<file path="src/rtl/seq_gen_pkg.sv">
// -----------------------------------------------------------------------------
// seq_gen_pkg
//   Shared definitions for the serial pattern generator slice:
//     * state_t   : FSM encoding used by seq_pattern_gen
//     * DEF_*_W   : default widths for the pattern, repeat count and gap length
// -----------------------------------------------------------------------------
package seq_gen_pkg;

  // Default widths; the top level exposes them as overridable parameters.
  localparam int DEF_PAT_W = 8;
  localparam int DEF_CNT_W = 4;
  localparam int DEF_GAP_W = 3;

  // The state register describes what the outputs show in the current cycle.
  typedef enum logic [1:0] {
    IDLE = 2'b00,
    SEND = 2'b01,
    GAP  = 2'b10,
    DONE = 2'b11
  } state_t;

endpackage

</file>
<file path="src/rtl/seq_gen_shifter.sv">
// -----------------------------------------------------------------------------
// seq_gen_shifter
//   Pattern store with a down-counting bit index. The index always points at
//   the bit shown on the serial line in the current cycle; each shift moves it
//   one position towards bit 0 and wraps back to len-1 after bit 0, so
//   back-to-back repetitions need no reload.
//
// Ports
//   clk       in   1      clock
//   reset     in   1      synchronous, active-high; clears all state
//   load      in   1      capture data/len and point at bit len-1
//   shift     in   1      advance to the next bit (wraps after bit 0)
//   data      in   PAT_W  pattern to capture
//   len       in   LEN_W  pattern length to capture (1..PAT_W)
//   cur_bit   out  1      stored pattern bit at the current index
//   nxt_bit   out  1      stored pattern bit the next shift will point at
//   load_bit  out  1      bit len-1 of the incoming data (first bit after load)
//   last_bit  out  1      current index is bit 0
// -----------------------------------------------------------------------------
module seq_gen_shifter #(
  parameter int PAT_W = 8,
  parameter int LEN_W = 4
) (
  input  logic             clk,
  input  logic             reset,
  input  logic             load,
  input  logic             shift,
  input  logic [PAT_W-1:0] data,
  input  logic [LEN_W-1:0] len,
  output logic             cur_bit,
  output logic             nxt_bit,
  output logic             load_bit,
  output logic             last_bit
);

  logic [PAT_W-1:0] pat_q;
  logic [LEN_W-1:0] len_q;
  logic [LEN_W-1:0] cnt_q;
  logic [LEN_W-1:0] step_idx;

  // Bit select that stays in range for any index value; out-of-range
  // indices read as 0.
  function automatic logic pick_bit(input logic [PAT_W-1:0] d,
                                    input logic [LEN_W-1:0] idx);
    logic b;
    b = 1'b0;
    for (int i = 0; i < PAT_W; i++) begin
      if (idx == LEN_W'(i)) b = d[i];
    end
    return b;
  endfunction

  assign last_bit = (cnt_q == '0);
  assign step_idx = last_bit ? (len_q - LEN_W'(1)) : (cnt_q - LEN_W'(1));

  assign cur_bit  = pick_bit(pat_q, cnt_q);
  assign nxt_bit  = pick_bit(pat_q, step_idx);
  assign load_bit = pick_bit(data, len - LEN_W'(1));

  always_ff @(posedge clk) begin
    if (reset) begin
      pat_q <= '0;
      len_q <= '0;
      cnt_q <= '0;
    end else if (load) begin
      pat_q <= data;
      len_q <= len;
      cnt_q <= len - LEN_W'(1);
    end else if (shift) begin
      cnt_q <= step_idx;
    end
  end

endmodule

</file>
<file path="src/rtl/seq_pattern_gen.sv">
// -----------------------------------------------------------------------------
// seq_pattern_gen
//   Serial bit-pattern transmitter. On an accepted start it sends the low
//   pat_len bits of pat_data MSB-first, one bit per clock, repeated
//   repeat_cnt times (0 = until stop) with gap_len idle bit-times between
//   repetitions. stop ends the run at the next pattern boundary; a pattern is
//   never cut short except by reset.
//
// Ports
//   clk         in   1      clock, posedge
//   reset       in   1      synchronous, active-high
//   start       in   1      request pulse, only honoured in IDLE
//   pat_data    in   PAT_W  pattern, bit pat_len-1 sent first
//   pat_len     in   LEN_W  pattern length, legal 1..PAT_W
//   repeat_cnt  in   CNT_W  repetitions, 0 = continuous
//   gap_len     in   GAP_W  idle bit-times between repetitions
//   stop        in   1      level, ends the run at the next pattern boundary
//   ser_out     out  1      serial data, 0 when ser_valid is low
//   ser_valid   out  1      ser_out carries a pattern bit
//   frame_start out  1      first bit of each repetition
//   busy        out  1      run in progress, through the done cycle
//   done        out  1      one cycle after the final bit
//   err         out  1      start rejected for an illegal pat_len
// -----------------------------------------------------------------------------
module seq_pattern_gen
  import seq_gen_pkg::*;
#(
  parameter int PAT_W = DEF_PAT_W,
  parameter int CNT_W = DEF_CNT_W,
  parameter int GAP_W = DEF_GAP_W,
  localparam int LEN_W = $clog2(PAT_W) + 1
) (
  input  logic             clk,
  input  logic             reset,
  input  logic             start,
  input  logic [PAT_W-1:0] pat_data,
  input  logic [LEN_W-1:0] pat_len,
  input  logic [CNT_W-1:0] repeat_cnt,
  input  logic [GAP_W-1:0] gap_len,
  input  logic             stop,
  output logic             ser_out,
  output logic             ser_valid,
  output logic             frame_start,
  output logic             busy,
  output logic             done,
  output logic             err
);

  state_t           state_q, state_n;
  logic [CNT_W-1:0] rep_q, rep_n;
  logic [GAP_W-1:0] gap_len_q, gap_len_n;
  logic [GAP_W-1:0] gap_cnt_q, gap_cnt_n;
  logic             stop_seen_q, stop_seen_n;

  logic             bit_n;
  logic             fs_n;
  logic             err_n;

  logic             len_ok;
  logic             sh_load;
  logic             sh_shift;
  logic             cur_bit;
  logic             nxt_bit;
  logic             load_bit;
  logic             last_bit;

  assign len_ok = (pat_len != '0) && (pat_len <= LEN_W'(PAT_W));

  seq_gen_shifter #(
    .PAT_W (PAT_W),
    .LEN_W (LEN_W)
  ) u_shifter (
    .clk      (clk),
    .reset    (reset),
    .load     (sh_load),
    .shift    (sh_shift),
    .data     (pat_data),
    .len      (pat_len),
    .cur_bit  (cur_bit),
    .nxt_bit  (nxt_bit),
    .load_bit (load_bit),
    .last_bit (last_bit)
  );

  // Next-state logic also produces next-cycle output values, so every output
  // comes straight from a flop while the first bit still appears one cycle
  // after start.
  always_comb begin
    state_n     = state_q;
    rep_n       = rep_q;
    gap_len_n   = gap_len_q;
    gap_cnt_n   = gap_cnt_q;
    stop_seen_n = stop_seen_q;
    sh_load     = 1'b0;
    sh_shift    = 1'b0;
    bit_n       = 1'b0;
    fs_n        = 1'b0;
    err_n       = 1'b0;

    case (state_q)
      IDLE: begin
        if (start) begin
          if (len_ok) begin
            state_n     = SEND;
            sh_load     = 1'b1;
            rep_n       = repeat_cnt;
            gap_len_n   = gap_len;
            stop_seen_n = 1'b0;
            bit_n       = load_bit;
            fs_n        = 1'b1;
          end else begin
            err_n = 1'b1;
          end
        end
      end

      SEND: begin
        // The index advances every SEND cycle; after bit 0 it wraps to the
        // MSB, which is exactly where both the no-gap repeat and the
        // post-gap repeat need it.
        sh_shift = 1'b1;
        if (!last_bit) begin
          bit_n       = nxt_bit;
          stop_seen_n = stop_seen_q | stop;
        end else begin
          stop_seen_n = 1'b0;
          if (rep_q != '0) rep_n = rep_q - CNT_W'(1);
          if ((rep_q == CNT_W'(1)) || stop_seen_q || stop) begin
            state_n = DONE;
          end else if (gap_len_q != '0) begin
            state_n   = GAP;
            gap_cnt_n = gap_len_q - GAP_W'(1);
          end else begin
            bit_n = nxt_bit;
            fs_n  = 1'b1;
          end
        end
      end

      GAP: begin
        if (stop) begin
          state_n = DONE;
        end else if (gap_cnt_q == '0) begin
          state_n = SEND;
          bit_n   = cur_bit;
          fs_n    = 1'b1;
        end else begin
          gap_cnt_n = gap_cnt_q - GAP_W'(1);
        end
      end

      DONE: begin
        state_n = IDLE;
      end

      default: begin
        state_n = IDLE;
      end
    endcase
  end

  always_ff @(posedge clk) begin
    if (reset) begin
      state_q     <= IDLE;
      rep_q       <= '0;
      gap_len_q   <= '0;
      gap_cnt_q   <= '0;
      stop_seen_q <= 1'b0;
      ser_out     <= 1'b0;
      ser_valid   <= 1'b0;
      frame_start <= 1'b0;
      busy        <= 1'b0;
      done        <= 1'b0;
      err         <= 1'b0;
    end else begin
      state_q     <= state_n;
      rep_q       <= rep_n;
      gap_len_q   <= gap_len_n;
      gap_cnt_q   <= gap_cnt_n;
      stop_seen_q <= stop_seen_n;
      ser_out     <= bit_n;
      ser_valid   <= (state_n == SEND);
      frame_start <= fs_n;
      busy        <= (state_n != IDLE);
      done        <= (state_n == DONE);
      err         <= err_n;
    end
  end

endmodule

</file>
<file path="config.mk">
export PLATFORM = sky130hd
export DESIGN_NAME = seq_pattern_gen
export DESIGN_NICKNAME = d
export VERILOG_FILES = /design/src/rtl/seq_gen_pkg.sv /design/src/rtl/seq_gen_shifter.sv /design/src/rtl/seq_pattern_gen.sv
export SDC_FILE = /design/constraint.sdc
export NUM_CORES = 1
export LEC_CHECK = 0
export CAP_MARGIN = 30
export CORE_UTILIZATION = 45
export DETAILED_ROUTE_END_ITERATION = 7
export GPL_TIMING_DRIVEN = 0
export PLACE_DENSITY = 0.66
export RECOVER_POWER = 100
export SLEW_MARGIN = 20
export SYNTH_ARGS = -nofsm -noshare
export SYNTH_HDL_FRONTEND = slang
export SYNTH_SLANG_ARGS = --single-unit
</file>
<file path="constraint.sdc">
create_clock -name clk -period 2.95 [get_ports clk]
set_input_delay 0.295 -clock clk [delete_from_list [all_inputs] [get_ports clk]]
set_output_delay 0.295 -clock clk [all_outputs]
set_load 0.01 [all_outputs]
</file>
After elaboration in Yosys (flattened, before gate mapping). Index checks and enable logic that the tools add are counted. W data, S select, Z words.

$add $sub $neg: 6. Order comparisons: 1. Equal/unequal tests: 35. Multiplexer cells: 69. Bitwise gates (word level): 3. Reductions and logical operators: 20.

Operator list (number): $eq A4 B3 Y1 const B (12); $mux W1 (44); $mux W4 (7); $eq A4 B2 Y1 const B (6); $eq A4 B1 Y1 const B (4); $ne A2 B2 Y1 const B (8); $sub A4 B1 Y4 const B (4); $mux W3 (5); $mux W2 (7); $logic_not A4 Y1 (3); $pmux W2 S4 (1); $pmux W4 S2 (1); $reduce_bool A2 Y1 (4); $reduce_bool A4 Y1 (2); $eq A2 B2 Y1 const B (3); $pmux W1 S3 (2); $pmux W3 S2 (1); $reduce_and A3 Y1 (2); $reduce_and A6 Y1 (1); $sub A3 B1 Y3 const B (2); $reduce_and A5 Y1 (1); $eq A2 B1 Y1 const B (2); $le A4 B4 Y1 const B (1); $logic_not A3 Y1 (1); 8 further kinds (10).

Register bits after elaboration: 35. Bits of input ports: 23. Output and inout port bits: 6. Word-level logic and storage cells: 148.

Depth between registers and ports, before layout. Gate-level depths: netlist of the first run.

Word-level depth: 15. Gate-level depth with buffers: 10.

Hierarchy. Synthesis of the first run repeated with hierarchy kept, for this count alone.

Cells, all modules: 256. Area, all modules: 2170.8 um^2.

By module, submodules not included: seq_gen_shifter (times used 1, cells an instance 132, area each 1152.4 um^2, sequential area each 320.3 um^2); seq_pattern_gen (times used 1, cells an instance 124, area each 1018.5 um^2, sequential area each 380.4 um^2).

Worst setup path before layout of the first run. No wires, ideal clock.

Path type: register to register. Start: register u_shifter.cnt_q[0]. End: register gap_cnt_q[2]. Setup time: 0.128 ns. Arrival: 2.154 ns. Slack: 0.669 ns. Stages on the path, launching flop included: 11. Cell sequence: dfxtp_1 > inv_1 > ha_1 > buf_4 > or3b_1 > buf_6 > a2111o_1 > o22ai_4 > o211ai_1 > a22oi_1 > nor2_1.

Word-level cells in the longest chain between the ends: 3.

RTL lines: start: declaration (line seq_gen_shifter.sv:38) `logic [LEN_W-1:0] cnt_q;`; start signal: assignment (line seq_gen_shifter.sv:68) `cnt_q <= len - LEN_W'(1);`; start signal: assignment (line seq_gen_shifter.sv:70) `cnt_q <= step_idx;`; $logic_not A4 Y1 (line seq_gen_shifter.sv:53) `assign last_bit = (cnt_q == '0);`; $ne A2 B2 Y1 (no line); $reduce_and A6 Y1 (no line); end signal: assignment (line seq_pattern_gen.sv:179) `gap_cnt_q <= gap_cnt_n;`; end: declaration (line seq_pattern_gen.sv:52) `logic [GAP_W-1:0] gap_cnt_q, gap_cnt_n;`.

Every way passes these cells. A chain may end at the register's enable or synchronous reset.

Final worst setup path of the first run.
Start: register u_shifter.cnt_q[0]. End: register ser_out.

Word-level cells in the longest chain between the ends: 15. Elaborated cells between the ends (all ways): 40. Those cells by class: add/sub (1); eq/ne (14); mux (23); reduce/logical (2).

RTL lines: $sub A4 B1 Y4 or $logic_not A4 Y1 (tied branches) (line seq_gen_shifter.sv:54, seq_gen_shifter.sv:48, seq_gen_shifter.sv:53); $mux W4 (line seq_gen_shifter.sv:54) `assign step_idx = last_bit ? (len_q - LEN_W'(1)) : (cnt_q - LEN_W'(1));`; $logic_not A4 Y1 (line seq_gen_shifter.sv:48) `if (idx == LEN_W'(i)) b = d[i];`; $mux W1 (8 in series) (line seq_gen_shifter.sv:48); $mux W1 (line seq_pattern_gen.sv:130) `end else if (gap_len_q != '0) begin`; $mux W1 (line seq_pattern_gen.sv:128) `if ((rep_q == CNT_W'(1)) || stop_seen_q || stop) begin`; $mux W1 (line seq_pattern_gen.sv:122) `if (!last_bit) begin`; $pmux W1 S3 (*) (line seq_pattern_gen.sv:100) `case (state_q)`; end signal: assignment (line seq_pattern_gen.sv:181) `ser_out <= bit_n;`; end: declaration (line seq_pattern_gen.sv:41) `output logic ser_out,`.

Every way passes the cells marked *; elsewhere a longest branch is shown, timed or not.

==> flow_summary_export.csv, run 1 <==
group,metric,value,unit
status,outcome,"finished clean",
grt,antenna_found_initial,0,
worst_setup_path,critPathMaxFanout,9,
route,dr.pass1.iters,4,
timing,setup_tns,0,ns
placed_design,gp_congestion,0.926,
clock_network,cts-buffers-inserted,5,
route,post_drt_wl_per_cell,14.9,um
placed_design,dpl.hpwl,3960,um
timing,worst_slack,0.237,ns
floorplan,die_height,71.2,um
timing,fmax,0.369,GHz
min_path,hp-class,"input port to flip-flop",
placed_design,pre_cts_ws,-0.0432,ns
route,drt_iter0_drc,133,
pwr,switchingPower,539,uW
layout,final_cell_mix,"44 x nand2_1, 35 x dfxtp_1, 32 x a21oi_1, 20 x clkdlybuf4s50_1, 18 x nor2_1",
worst_setup_path,end_kind,"flip-flop",
floorplan,pin_count,29,
pwr,power_frac_clock,0.291,
pwr,ir_drop,0.383,mV
grt,gr-total-overflow,0,
layout,fin_util,0.579,
timing,finalCritPeriodShare,0.920,
run,drv_cap,0,
synthesis,async_reset_ff_frac,0,
worst_setup_path,worst_path_max_delay_cell,"or3b_1",
clock_network,cts_tree,"done",
timing,drv_slew,0,
synthesis,yosysWarnings,0,
floorplan,num_rows,24,
synthesis,syn_area_per_cell,7.88,sq um
layout,multi_input_area,1330,sq um
clock_network,holdBufCountCts,0,
layout,nets,342,
min_path,hold_depth,3,
layout,ff_latch_area,701,sq um
route,routed_wl,5360,um
pwr,swShare,0.347,
worst_setup_path,cp.arrival,2.89,ns
synthesis,netlist_instances,273,
timing,slew_headroom,0.612,
placed_design,io_buffers,26,
worst_setup_path,timing.reg2reg.worst_path_depth,9,
grt,grt_max_degree,14,
timing,finalHoldViolCount,0,
clock_network,cts_setup_buffers,0,
worst_setup_path,critPathMaxStageDelay,0.40,ns
placed_design,place_area,2480,sq um
timing,setup_viol,0,
layout,n_antenna_cell,0,
timing,worstMarginPinSlew,0.582,ns
floorplan,core,4470,sq um
worst_setup_path,path_class,"flip-flop to flip-flop",
route,drc,0,
synthesis,synth_flop_cell,"dfxtp_1",
layout,drive_gt1_frac,0.0717,
clock_network,clkSlewWorstSetupHoldPaths,0.08,ns
pwr,total_power,1.55,mW
pwr,p_comb_frac,0.348,
synthesis,synth_edf_count,0,
floorplan,die_w,71.2,um
route,ant_nets,0,
pwr,p_leak,0.998,nW
clock_network,cts_root_buf,"clkbuf_8",
layout,layout_commonest_cell,"nand2_1",
worst_setup_path,critPathLaunchType,"flip-flop",
floorplan,start_util,0.481,
layout,layoutNonFillerInstCount,359,
grt,grt_pass1_wl,8900,um
synthesis,synth-seq-cells,35,
timing,fin_skew,0.00408,ns
route,num_vias,2028,
clock_network,clock_latency,0.29,ns
placed_design,place_inst,351,
pwr,p_seq_frac,0.361,
clock_network,htree_levels,2,
layout,post-route-cell-area,2590,sq um
pwr,p_per_area,600,nW/um^2
grt,grt_usage,0.224,
worst_setup_path,crit_required,3.13,ns
synthesis,syn-cell-area,2150,sq um
clock_network,cts.sink_count,35,
timing,period_minus_slack,2.71,ns
grt,grt_pass1_vias,1800,
route,viasPerCell,5.65,
synthesis,yosysUniqueCellTypes,46,
worst_setup_path,crit_path_cell_trace,"inv_1, ha_1, clkbuf_1, or3b_1, buf_6, mux2i_1, mux2_1, o22ai_1, o22ai_1",
layout,fill_cells,429,
layout,syn_to_final_growth,20.4,%
floorplan,dieArea,5060,sq um
timing,timing.hold.ws,0.316,ns
worst_setup_path,cpMostUsedCell,"o22ai_1",
timing,grt_setup_unrepaired,"no",
clock_network,cts_buffer_depth,2,
synthesis,synth_nets,309,
pwr,intPower,1.01,mW
synthesis,ys_seq_area_frac,0.326,
-- critical path, delay by kind of cell, from the launching register on --
kind	cells	cell delay, ns
multiplexers	2	0.79
AND/OR/NAND/NOR	1	0.40
buffers and inverters	3	0.64
flip-flops	1	0.38
AO/OA/AOI/OAI	2	0.23
adder cells (fa/ha/maj)	1	0.16
-- synth_stat cells, types with 3 or more instances --
library cell  count  share of area
or3_1             4          0.012
nand3_1           4         0.0093
xnor2_1           3          0.012
a21oi_1          32          0.074
nand2_1          44          0.077
or2_2             3         0.0087
inv_1            11          0.019
nor3_1           10          0.023
nor2b_1           6          0.017
a21o_1            3          0.010
clkbuf_1          9          0.016
mux2i_1           7          0.033
a22oi_1           3          0.010
a31oi_1           3         0.0087
dfxtp_1          35           0.33
mux2_2            5          0.026
nor2_1           18          0.031
o21ai_0           8          0.019
nand2b_1          4          0.012
a211oi_1          6          0.021
o22ai_1           4          0.012
ha_1             13          0.076
o32ai_1           4          0.016
-- flip-flops by register name (all words and copies together), names as in the netlist --
signal           count
busy                 1
u_shifter.cnt_q      4
state_q              2
gap_len_q            3
ser_valid            1
rep_q                4
gap_cnt_q            3
frame_start          1
u_shifter.pat_q      8
err                  1
u_shifter.len_q      4
done                 1
stop_seen_q          1
ser_out              1
-- worst paths after layout --
check | start | to | slack (ns)
worst max-delay path | u_shifter.cnt_q[0] | ser_out | 0.24
worst min-delay path | pat_len[2] | u_shifter.len_q[2] | 0.32
worst max register to register | u_shifter.cnt_q[0] | ser_out | 0.24
worst min register to register | u_shifter.pat_q[4] | u_shifter.pat_q[4] | 0.47
-- repair_timing --
item | 4_1_cts | 5_1_grt
endpoints found under the setup margin | 0 | 7
hold endpoints to repair | 0 | 0
resized for setup | 0 | 1
-- layout make-up --
type / count / share of cell area
multi-input combinational: 211 / 0.512
inverter: 11 / 0.0159
tap: 52 / 0.0251
clock inverter: 3 / 0.0183
buffer: 16 / 0.0314
sequential: 35 / 0.270
clock buffer: 5 / 0.0266
timing repair buffer: 26 / 0.100
-- cells by family (layout without fill, tap and decap cells) --
kind of cell / after synthesis / count (layout) / share of synthesized area
and+or+nand+nor: 106 / 106 / 0.234
AOI/OAI and AO/OA: 75 / 75 / 0.227
DFF: 35 / 35 / 0.326
buffers and inverters: 27 / 61 / 0.0581
adders and majority gates: 13 / 13 / 0.0756
muxes: 12 / 12 / 0.0587
xor gates and xnor gates: 5 / 5 / 0.0204
-- routing by layer --
metal  GRT usage  wire length (um)
met5           0                 0
met3      0.0399               315
met1       0.337              2720
met2       0.330              2280
met4      0.0533                51
-- power groups by stage --
| stage | clock [mW] | combinational (mW) | sequential, mW |
|---|---|---|---|
| 4_1_cts | 0.461 | 0.540 | 0.561 |
| 5_1_grt | 0.477 | 0.596 | 0.567 |
| 6_report | 0.452 | 0.541 | 0.561 |
| 3_3_place_gp | 0 | 0.535 | 0.570 |
| 2_1_floorplan | 0 | 0.393 | 0.564 |
| 3_5_place_dp | 0 | 0.536 | 0.572 |
No activity file was read; power rests on OpenSTA's default activity.
==> inputs of run 2 (changes only) <==
CORE_MARGIN = 5   (was default)
==> run 2 against run 1 <==
Final area fell by 1.2%; cell count is 0.56% higher; non-clock buffer count is the same; die area rose by 24%; largest cell class unchanged; flip-flop and latch count unchanged; clock skew barely moved.
==> flow_summary_export.csv, run 2 (synthesized netlist as in run 1, its figures left out) <==
group,metric,value,unit
floorplan,num_rows,25,
clock_network,cts_buffer_depth,2,
timing,worst_slack,0.225,ns
min_path,hold_depth,3,
timing,fmax,0.367,GHz
grt,grt_pass1_wl,9160,um
floorplan,die_w,79.2,um
route,drc,0,
route,viasPerCell,5.60,
worst_setup_path,timing.rr.start,"u_shifter.cnt_q[0]",
clock_network,cts_tree,"done",
clock_network,cts.sink_count,35,
min_path,hold_path_end,"u_shifter.len_q[2]",
grt,grt_pass1_vias,1863,
timing,period_minus_slack,2.73,ns
worst_setup_path,critPathMaxFanout,10,
route,post_drt_wl_per_cell,15.2,um
layout,layoutNonFillerInstCount,361,
worst_setup_path,worst_path_max_delay_cell,"clkdlybuf4s50_1",
layout,syn_to_final_growth,19.0,%
timing,fin_skew,0.00380,ns
route,m1WireLength,2820,um
layout,final_cell_mix,"44 x nand2_1, 35 x dfxtp_1, 32 x a21oi_1, 20 x clkdlybuf4s50_1, 18 x nor2_1",
timing,worstMarginPinSlew,0.558,ns
pwr,p_per_area,569,nW/um^2
route,wl_met3,228,um
layout,top_register,"u_shifter.pat_q",
pwr,p_leak,0.975,nW
route,met2_length,2360,um
floorplan,start_util,0.459,
worst_setup_path,cp.arrival,2.95,ns
grt,gr-total-overflow,0,
run,drv_cap,0,
layout,drive_gt1_frac,0.0684,
route,dr.pass1.iters,4,
route,num_vias,2021,
timing,setup_viol,0,
route,drt_iter0_drc,192,
layout,fill_cells,462,
worst_setup_path,timing.reg2reg.worst_path_depth,9,
timing,finalCritPeriodShare,0.924,
clock_network,cts-buffers-inserted,5,
clock_network,holdBufCountCts,0,
pwr,ir_drop,0.234,mV
worst_setup_path,crit_required,3.17,ns
worst_setup_path,crit_path_cell_trace,"clkdlybuf4s50_1, inv_1, ha_1, nor2b_1, xnor2_1, and3_1, clkbuf_1, clkbuf_1, nand2_1, a21oi_1",
min_path,hold_path_startpoint,"pat_len[2]",
layout,n_antenna_cell,0,
route,ant_nets,0,
timing,finalHoldViolCount,0,
layout,multi_input_area,1330,sq um
clock_network,cts_resized,0,
clock_network,clkSlewWorstSetupHoldPaths,0.08,ns
placed_design,gp_congestion,0.852,
worst_setup_path,critPathLaunchType,"input port",
clock_network,cts_setup_buffers,0,
timing,setup_tns,0,ns
placed_design,pre_cts_ws,-0.0957,ns
route,top_layer_used,"met4",
floorplan,die_height,79.2,um
timing,slew_headroom,0.628,
min_path,hp-class,"input port to flip-flop",
grt,grt_usage,0.188,
worst_setup_path,critPathMaxStageDelay,0.60,ns
floorplan,dieArea,6270,sq um
worst_setup_path,path_class,"input port to flip-flop",
layout,ff_latch_area,701,sq um
worst_setup_path,r2r-end,"ser_out",
placed_design,dpl.hpwl,3990,um
layout,layout_commonest_cell,"nand2_1",
status,outcome,"finished clean",
route,routed_wl,5470,um
clock_network,clock_latency,0.30,ns
layout,nets,342,
placed_design,io_buffers,26,
floorplan,pin_count,29,
grt,grt_max_degree,13,
timing,grt_setup_unrepaired,"no",
floorplan,core,4690,sq um
timing,drv_slew,0,
placed_design,place_inst,353,
grt,antenna_found_initial,0,
clock_network,htree_levels,2,
worst_setup_path,r2r_slack,0.25,ns
layout,largest_reg_flops,8,
worst_setup_path,cpMostUsedCell,"clkbuf_1",
worst_setup_path,end_kind,"flip-flop",
clock_network,cts_root_buf,"clkbuf_8",
[run 2: cell types whose count changed in the layout (fill, tap and decap cells not counted), sizes merged]
cell      previous run  this run
bufinv               1         0
clkinvlp             0         2
inv                 12        11
[run 2: layer usage]
metal	GRT usage	vias to the layer above
li1	-	1036
met1	0.270	929
met2	0.279	50
met3	0.0431	6
met4	0.0567	0
met5	0	-
[run 2: cell type report]
| cell class | count | area share |
|---|---|---|
| tap | 54 | 0.0264 |
| clock buffer | 5 | 0.0269 |
| timing repair buffer | 26 | 0.102 |
| clock inverter | 3 | 0.00782 |
| inverter | 11 | 0.0161 |
| sequential | 35 | 0.274 |
| multi-input combinational | 211 | 0.518 |
| buffer | 16 | 0.0298 |
[run 2: worst max-delay path by stage]
| stage | startpoint | to | cells after the start |
|---|---|---|---|
| 6_report | pat_len[0] | u_shifter.len_q[2] | 10 |
| 5_1_grt | pat_len[0] | u_shifter.pat_q[7] | 10 |
| 4_1_cts | pat_len[0] | u_shifter.len_q[2] | 10 |
| 3_5_place_dp | pat_len[0] | u_shifter.len_q[2] | 10 |
| 3_3_place_gp | pat_len[0] | u_shifter.pat_q[7] | 10 |
| 2_1_floorplan | u_shifter.cnt_q[0] | gap_cnt_q[2] | 10 |
[run 2: power breakdown]
part	total [mW]	leakage [nW]	switching, mW	internal, mW
registers	0.561	0.286	0.0403	0.521
clock network	0.364	0.0402	0.200	0.164
logic	0.532	0.649	0.300	0.233
[run 2: stage by stage]
stage / util / power [mW] / instance area (sq um) / hold slack [ns]
after floorplan: - / 0.957 / 2150 / 0.413
after global placement: 0.529 / 1.11 / 2480 / 0.461
after detailed placement: 0.529 / 1.11 / 2480 / 0.467
after CTS: 0.547 / 1.47 / 2570 / 0.301
after global routing: 0.546 / 1.56 / 2560 / 0.296
final: 0.546 / 1.46 / 2560 / 0.312
[run 2: critical path: cells and delay by family]
kind	cells	cell delay, ns
xor+xnor	1	0.27
compound gates	1	0.14
simple gates	3	0.48
fa+ha+maj	1	0.27
buf+inv	4	1.49
==> inputs of run 3 (changes only) <==
REMOVE_ABC_BUFFERS = 1   (was default)
==> run 3 against run 2 <==
Non-clock buffer count shrank 14; combinational power down 8.1%; sequential power rose by 2%; highest routed layer unchanged; global-route usage fell by 1.8 points; wire length is 7.6% lower; count of clock-buffer cells in the layout did not move; worst setup slack worse by 0.0040 ns; clock skew increased by 0.0094 ns; cell count is 3.9% lower; fmax fell by 0.14%; critical path depth fell by 1; hold slack better by 0.16 ns.
==> flow_summary_export.csv, run 3 (synthesized netlist as in run 1, its figures left out) <==
group,metric,value,unit
status,outcome,"finished clean",
clock_network,cts_tree,"done",
clock_network,cts_root_buf,"clkbuf_8",
layout,ff_latch_area,701,sq um
worst_setup_path,crit_path_cell_trace,"clkdlybuf4s50_1, inv_1, ha_1, nor2b_1, xnor2_1, a21oi_1, or4_1, a211oi_1, a211oi_1",
worst_setup_path,critPathMaxStageDelay,0.68,ns
floorplan,die_height,79.2,um
min_path,hold_depth,2,
route,post_drt_wl_per_cell,14.6,um
clock_network,cts_buffer_depth,2,
worst_setup_path,r2r_slack,0.36,ns
grt,grt_pass1_vias,1797,
worst_setup_path,path_delay_family,"simple AND/OR/NAND/NOR gates",
route,drt_iter0_drc,106,
clock_network,clock_latency,0.30,ns
worst_setup_path,cpMostUsedCell,"a211oi_1",
layout,largest_reg_flops,8,
layout,drive_gt1_frac,0.0683,
timing,finalCritPeriodShare,0.925,
worst_setup_path,crit_required,3.10,ns
floorplan,num_rows,25,
clock_network,cts.sink_count,35,
timing,grt_setup_unrepaired,"no",
pwr,switchingPower,514,uW
timing,finalHoldViolCount,0,
min_path,hp-class,"flip-flop to flip-flop",
pwr,p_leak,0.965,nW
pwr,intPower,987,uW
timing,setup_viol,0,
pwr,swShare,0.342,
route,ant_nets,0,
clock_network,cts_resized,0,
grt,antenna_found_initial,0,
route,num_vias,1937,
worst_setup_path,crit_start,"pat_len[0]",
grt,gr-total-overflow,0,
floorplan,core,4690,sq um
grt,grt_max_degree,36,
clock_network,cts-buffers-inserted,5,
clock_network,cts_setup_buffers,0,
layout,layout_commonest_cell,"nand2_1",
run,drv_cap,0,
layout,top_register,"u_shifter.pat_q",
layout,final_cell_mix,"44 x nand2_1, 35 x dfxtp_1, 32 x a21oi_1, 21 x clkdlybuf4s50_1, 18 x nor2_1",
pwr,p_seq_frac,0.382,
worst_setup_path,path_class,"input port to flip-flop",
worst_setup_path,critPathMaxFanout,8,
min_path,hold_path_startpoint,"u_shifter.len_q[3]",
worst_setup_path,worstSetupPathDepth,9,
route,dr.pass1.iters,4,
route,drc,0,
grt,grt_usage,0.171,
pwr,p_comb_frac,0.326,
clock_network,htree_levels,2,
timing,fin_skew,0.0132,ns
floorplan,pin_count,29,
layout,fill_cells,468,
timing,slew_headroom,0.574,
clock_network,clkSlewWorstSetupHoldPaths,0.08,ns
floorplan,die_w,79.2,um
route,routed_wl,5060,um
layout,n_antenna_cell,0,
worst_setup_path,timing.rr.start,"u_shifter.cnt_q[0]",
route,viasPerCell,5.58,
worst_setup_path,cp_num_buf_inv,2,
worst_setup_path,timing.reg2reg.worst_path_depth,7,
worst_setup_path,worst_path_max_delay_cell,"or4_1",
layout,multi_input_area,1330,sq um
placed_design,dpl.hpwl,3690,um
placed_design,io_buffers,28,
worst_setup_path,critPathLaunchType,"input port",
timing,drv_slew,0,
placed_design,gp_congestion,0.890,
clock_network,holdBufCountCts,0,
layout,nets,328,
floorplan,dieArea,6270,sq um
timing,worstMarginPinSlew,0.640,ns
worst_setup_path,cp.arrival,2.88,ns
min_path,hold_path_end,"u_shifter.len_q[3]",
grt,grt_pass1_wl,8560,um
layout,syn_to_final_growth,17.6,%
timing,fmax,0.366,GHz
worst_setup_path,end_kind,"flip-flop",
pwr,p_per_area,593,nW/um^2
timing,period_minus_slack,2.73,ns
floorplan,start_util,0.459,
layout,fin_util,0.539,
worst_setup_path,r2r-end,"ser_out",
pwr,ir_drop,0.287,mV
pwr,power_frac_clock,0.292,
timing,setup_tns,0,ns
==> run 3: cell count changes in the layout (fill, tap and decap cells not counted), sizes merged <==
| cell | before | now |
|---|---|---|
| clkbuf | 17 | 5 |
| buf | 4 | 1 |
| clkinvlp | 2 | 0 |
| bufinv | 0 | 1 |
| clkdlybuf4s50 | 20 | 21 |
| clkinv | 1 | 2 |
==> run 3: worst register-to-register path: cells and delay by family, from the launching register on <==
kind                     cells  cell delay (ns)
multiplexers                 2             0.87
AND/OR/NAND/NOR              1             0.51
flip-flops                   1             0.37
adder cells (fa/ha/maj)      1             0.32
AO/OA/AOI/OAI                2             0.26
buffers and inverters        1             0.15
==> run 3: final cells by class <==
type                            instances  share of cell area
Timing Repair Buffer                   28               0.109
Clock buffer                            5              0.0272
Inverter                               11              0.0163
Sequential cell                        35               0.277
Tap cell                               54              0.0267
Clock inverter                          3              0.0173
Multi-Input combinational cell        211               0.527
==> run 3: power groups by stage <==
stage / logic (mW) / registers (mW) / clock network, mW
final: 0.489 / 0.574 / 0.438
after global routing: 0.549 / 0.582 / 0.469
after CTS: 0.487 / 0.574 / 0.449
after detailed placement: 0.484 / 0.585 / 0
after global placement: 0.483 / 0.584 / 0
after floorplan: 0.344 / 0.574 / 0
==> run 3: worst max-delay path by stage <==
stage	slack (ns)	to
2_1_floorplan	0.68	gap_cnt_q[2]
3_3_place_gp	-0.23	ser_out
3_5_place_dp	-0.17	ser_out
4_1_cts	0.13	ser_out
5_1_grt	0.03	rep_q[1]
6_report	0.22	rep_q[1]
==> run 3: per-stage QoR <==
step / instance area (sq um) / std cells / setup slack [ns] / total power [mW] / hold WS (ns)
after floorplan: 2070 / 257 / 0.680 / 0.918 / 0.364
after global placement: 2420 / 339 / -0.230 / 1.07 / 0.457
after detailed placement: 2410 / 339 / -0.174 / 1.07 / 0.459
after CTS: 2520 / 347 / 0.130 / 1.51 / 0.470
after global routing: 2530 / 347 / 0.0305 / 1.60 / 0.499
final: 2530 / 347 / 0.221 / 1.50 / 0.470
==> run 3: routing by layer <==
metal / track usage / up-vias / part of all wire
met2: 0.270 / 57 / 0.43
met3: 0.0306 / 6 / 0.047
li1: - / 1006 / -
met1: 0.237 / 868 / 0.51
met4: 0.0464 / 0 / 0.013
met5: 0 / - / 0
==> patch, RTL diff (settings of run 1) <==
The package constant `DEF_GAP_W` goes from 3 to 6.
--- a/src/rtl/seq_gen_pkg.sv
+++ b/src/rtl/seq_gen_pkg.sv
@@ -11,3 +11,3 @@
   localparam int DEF_CNT_W = 4;
-  localparam int DEF_GAP_W = 3;
+  localparam int DEF_GAP_W = 6;
 
Interface: changed (resized gap_len); port bits go from 29 to 32. The function was not compared with the original's and may differ.
==> patch against run 1 <==
- power increased by 14%
- wire length increased by 17%
- area after synthesis increased by 13%
- core utilization decreased by 0.92 points
- setup slack improved by 0.079 ns
- critical path depth unchanged
- final area increased by 14%
- sequential cell count increased by 6
==> patch: results (changes against run 1) <==
outcome=finished clean; vias per cell=5.49 (-2.8%); Post-synth top cells=nand2_1, a21oi_1, dfxtp_1; Yosys warnings=0 (unchanged); clk root buf=clkbuf_8; Diodes inserted=0 (unchanged); FF-to-FF Start=state_q[1]$_SDFF_PP0_; Post-CTS Resized=0 (unchanged); Clock transition at path regs=0.09 ns; CTS buffer count=5 (unchanged); CP arrival=2.81 ns (-0.08 ns); DP HPWL=4.65 mm (+17%); Leak=1.16 nW (+16%); Synth area leaders=dfxtp_1, a21oi_1, nand2_1; Setup CP Type=reg2reg; largest net degree at the start of global routing=14 (unchanged); fmax=380 MHz (+3.0%); Synthesized Nets=353 (+14%); port bufs=30 (+15%); Largest regs=u_shifter.pat_q: 8 flops, gap_cnt_q: 6 flops, gap_len_q: 6 flops; drt first-iter violations=101 (-24%); Cell variety after synth=52 (+13%); Crit path max-delay family=buffers and inverters; vias in the first global route=2107 (+17%); clock buffer depth=2 (unchanged); r2r worst-path depth=9 (unchanged); dpl ws=-0.0761 ns (-0.0329 ns); Worst path slowest cell=clkbuf_1; R2R Setup Slk=0.32 ns (+0.08 ns); Slew @ Worst Pin=0.864 ns (+0.282 ns); Peak VDD IR=0.339 mV (-11%); Post-synth ARST share=0% (unchanged); GP Congestion=0.886 (-4.4%); Critical Path Fanout Max=10 (+1); RR Endpoint=gap_cnt_q[4]$_SDFFE_PP0P_; sequential-to-total area share from yosys stat=33.6% (+1.1 points); Fillers=507 (+18%); CP max stage delay=a little over 0.4 ns; setup bufs post-CTS=0 (unchanged); Routed WL per cell=14.8 um (-0.79%); wire length of the first global-routing pass=9.99 mm (+12%); Clock Latency Late Sink=approximately 0.30 ns; antenna violations before repair=0 (unchanged); layout cells sized above 1=5.97% (-1.2 points); DRT Pass-1 Iters=4 (unchanged); GRT Total Usage=23.7% (+1.3 points); worst-case clock skew=0.00558 ns (+0.00149 ns); Hold Crit Class=in2reg; H-tree depth=2 (unchanged); nets=390 (+14%)
## patch: changes by cell type after synthesis, moves of 4 or more
cell / change
a21oi_1: +11
a32o_1: +4
dfxtp_1: +6
nand2_1: +7
nor2_1: +14
o21ai_1: +5
o32ai_1: -4
or3_1: -4
## patch: layer usage
metal  track usage, %  wire (um)  vias up
li1                 -          -     1190
met1             33.2       2980     1068
met2             37.6       2850       53
met3             4.23        380        5
met4             6.58         36        0
met5                0          0        -
## patch: area by class of cell
cell class | instances | area [sq um] | share of cell area (%)
Multi-Input combinational cell | 245 | 1500 | 50.7
Sequential cell | 41 | 821 | 27.8
Timing Repair Buffer | 30 | 300 | 10.2
Tap cell | 70 | 87.6 | 2.97
Clock buffer | 5 | 68.8 | 2.33
Clock inverter | 3 | 65.1 | 2.21
Buffer | 16 | 65.1 | 2.21
Inverter | 12 | 45.0 | 1.53
## patch: kinds of logic (layout without fill, tap and decap cells)
| group | after synthesis | count (layout) | share of synthesized area [%] |
|---|---|---|---|
| simple gates | 123 | 123 | 23.4 |
| compound gates | 90 | 90 | 23.6 |
| flops | 41 | 41 | 33.6 |
| buf+inv | 28 | 66 | 4.46 |
| mux | 14 | 14 | 6.41 |
| fa+ha+maj | 13 | 13 | 6.67 |
| xor+xnor | 5 | 5 | 1.80 |
## patch: worst min path at each step
| stage | cells past startpoint | start | slack (ns) | endpoint |
|---|---|---|---|---|
| 2_1_floorplan | 2 | pat_len[1] | 0.43 | u_shifter.len_q[1]$_SDFFE_PP0P_ |
| 3_3_place_gp | 2 | u_shifter.len_q[3]$_SDFFE_PP0P_ | 0.46 | u_shifter.len_q[3]$_SDFFE_PP0P_ |
| 3_5_place_dp | 2 | u_shifter.len_q[3]$_SDFFE_PP0P_ | 0.46 | u_shifter.len_q[3]$_SDFFE_PP0P_ |
| 4_1_cts | 3 | pat_len[2] | 0.30 | u_shifter.len_q[2]$_SDFFE_PP0P_ |
| 5_1_grt | 3 | pat_len[2] | 0.35 | u_shifter.len_q[2]$_SDFFE_PP0P_ |
| 6_report | 3 | pat_len[2] | 0.31 | u_shifter.len_q[2]$_SDFFE_PP0P_ |
## patch: per-stage QoR
step / cell area, sq um / instances / setup TNS (ns)
5_1_grt: 2950 / 422 / 0
2_1_floorplan: 2440 / 314 / 0
3_3_place_gp: 2830 / 414 / -1.03
6_report: 2950 / 422 / 0
4_1_cts: 2960 / 422 / 0
3_5_place_dp: 2830 / 414 / -0.606
## patch: report_power, final
part | leakage (nW) | internal [W] | total (W) | switching, W
Clock | 0.0681 | 0.000336 | 0.000549 | 0.000213
Sequential | 0.335 | 0.000609 | 0.000669 | 0.0000598
Combinational | 0.753 | 0.000238 | 0.000551 | 0.000313
Total | 1.16 | 0.00118 | 0.00177 | 0.000586
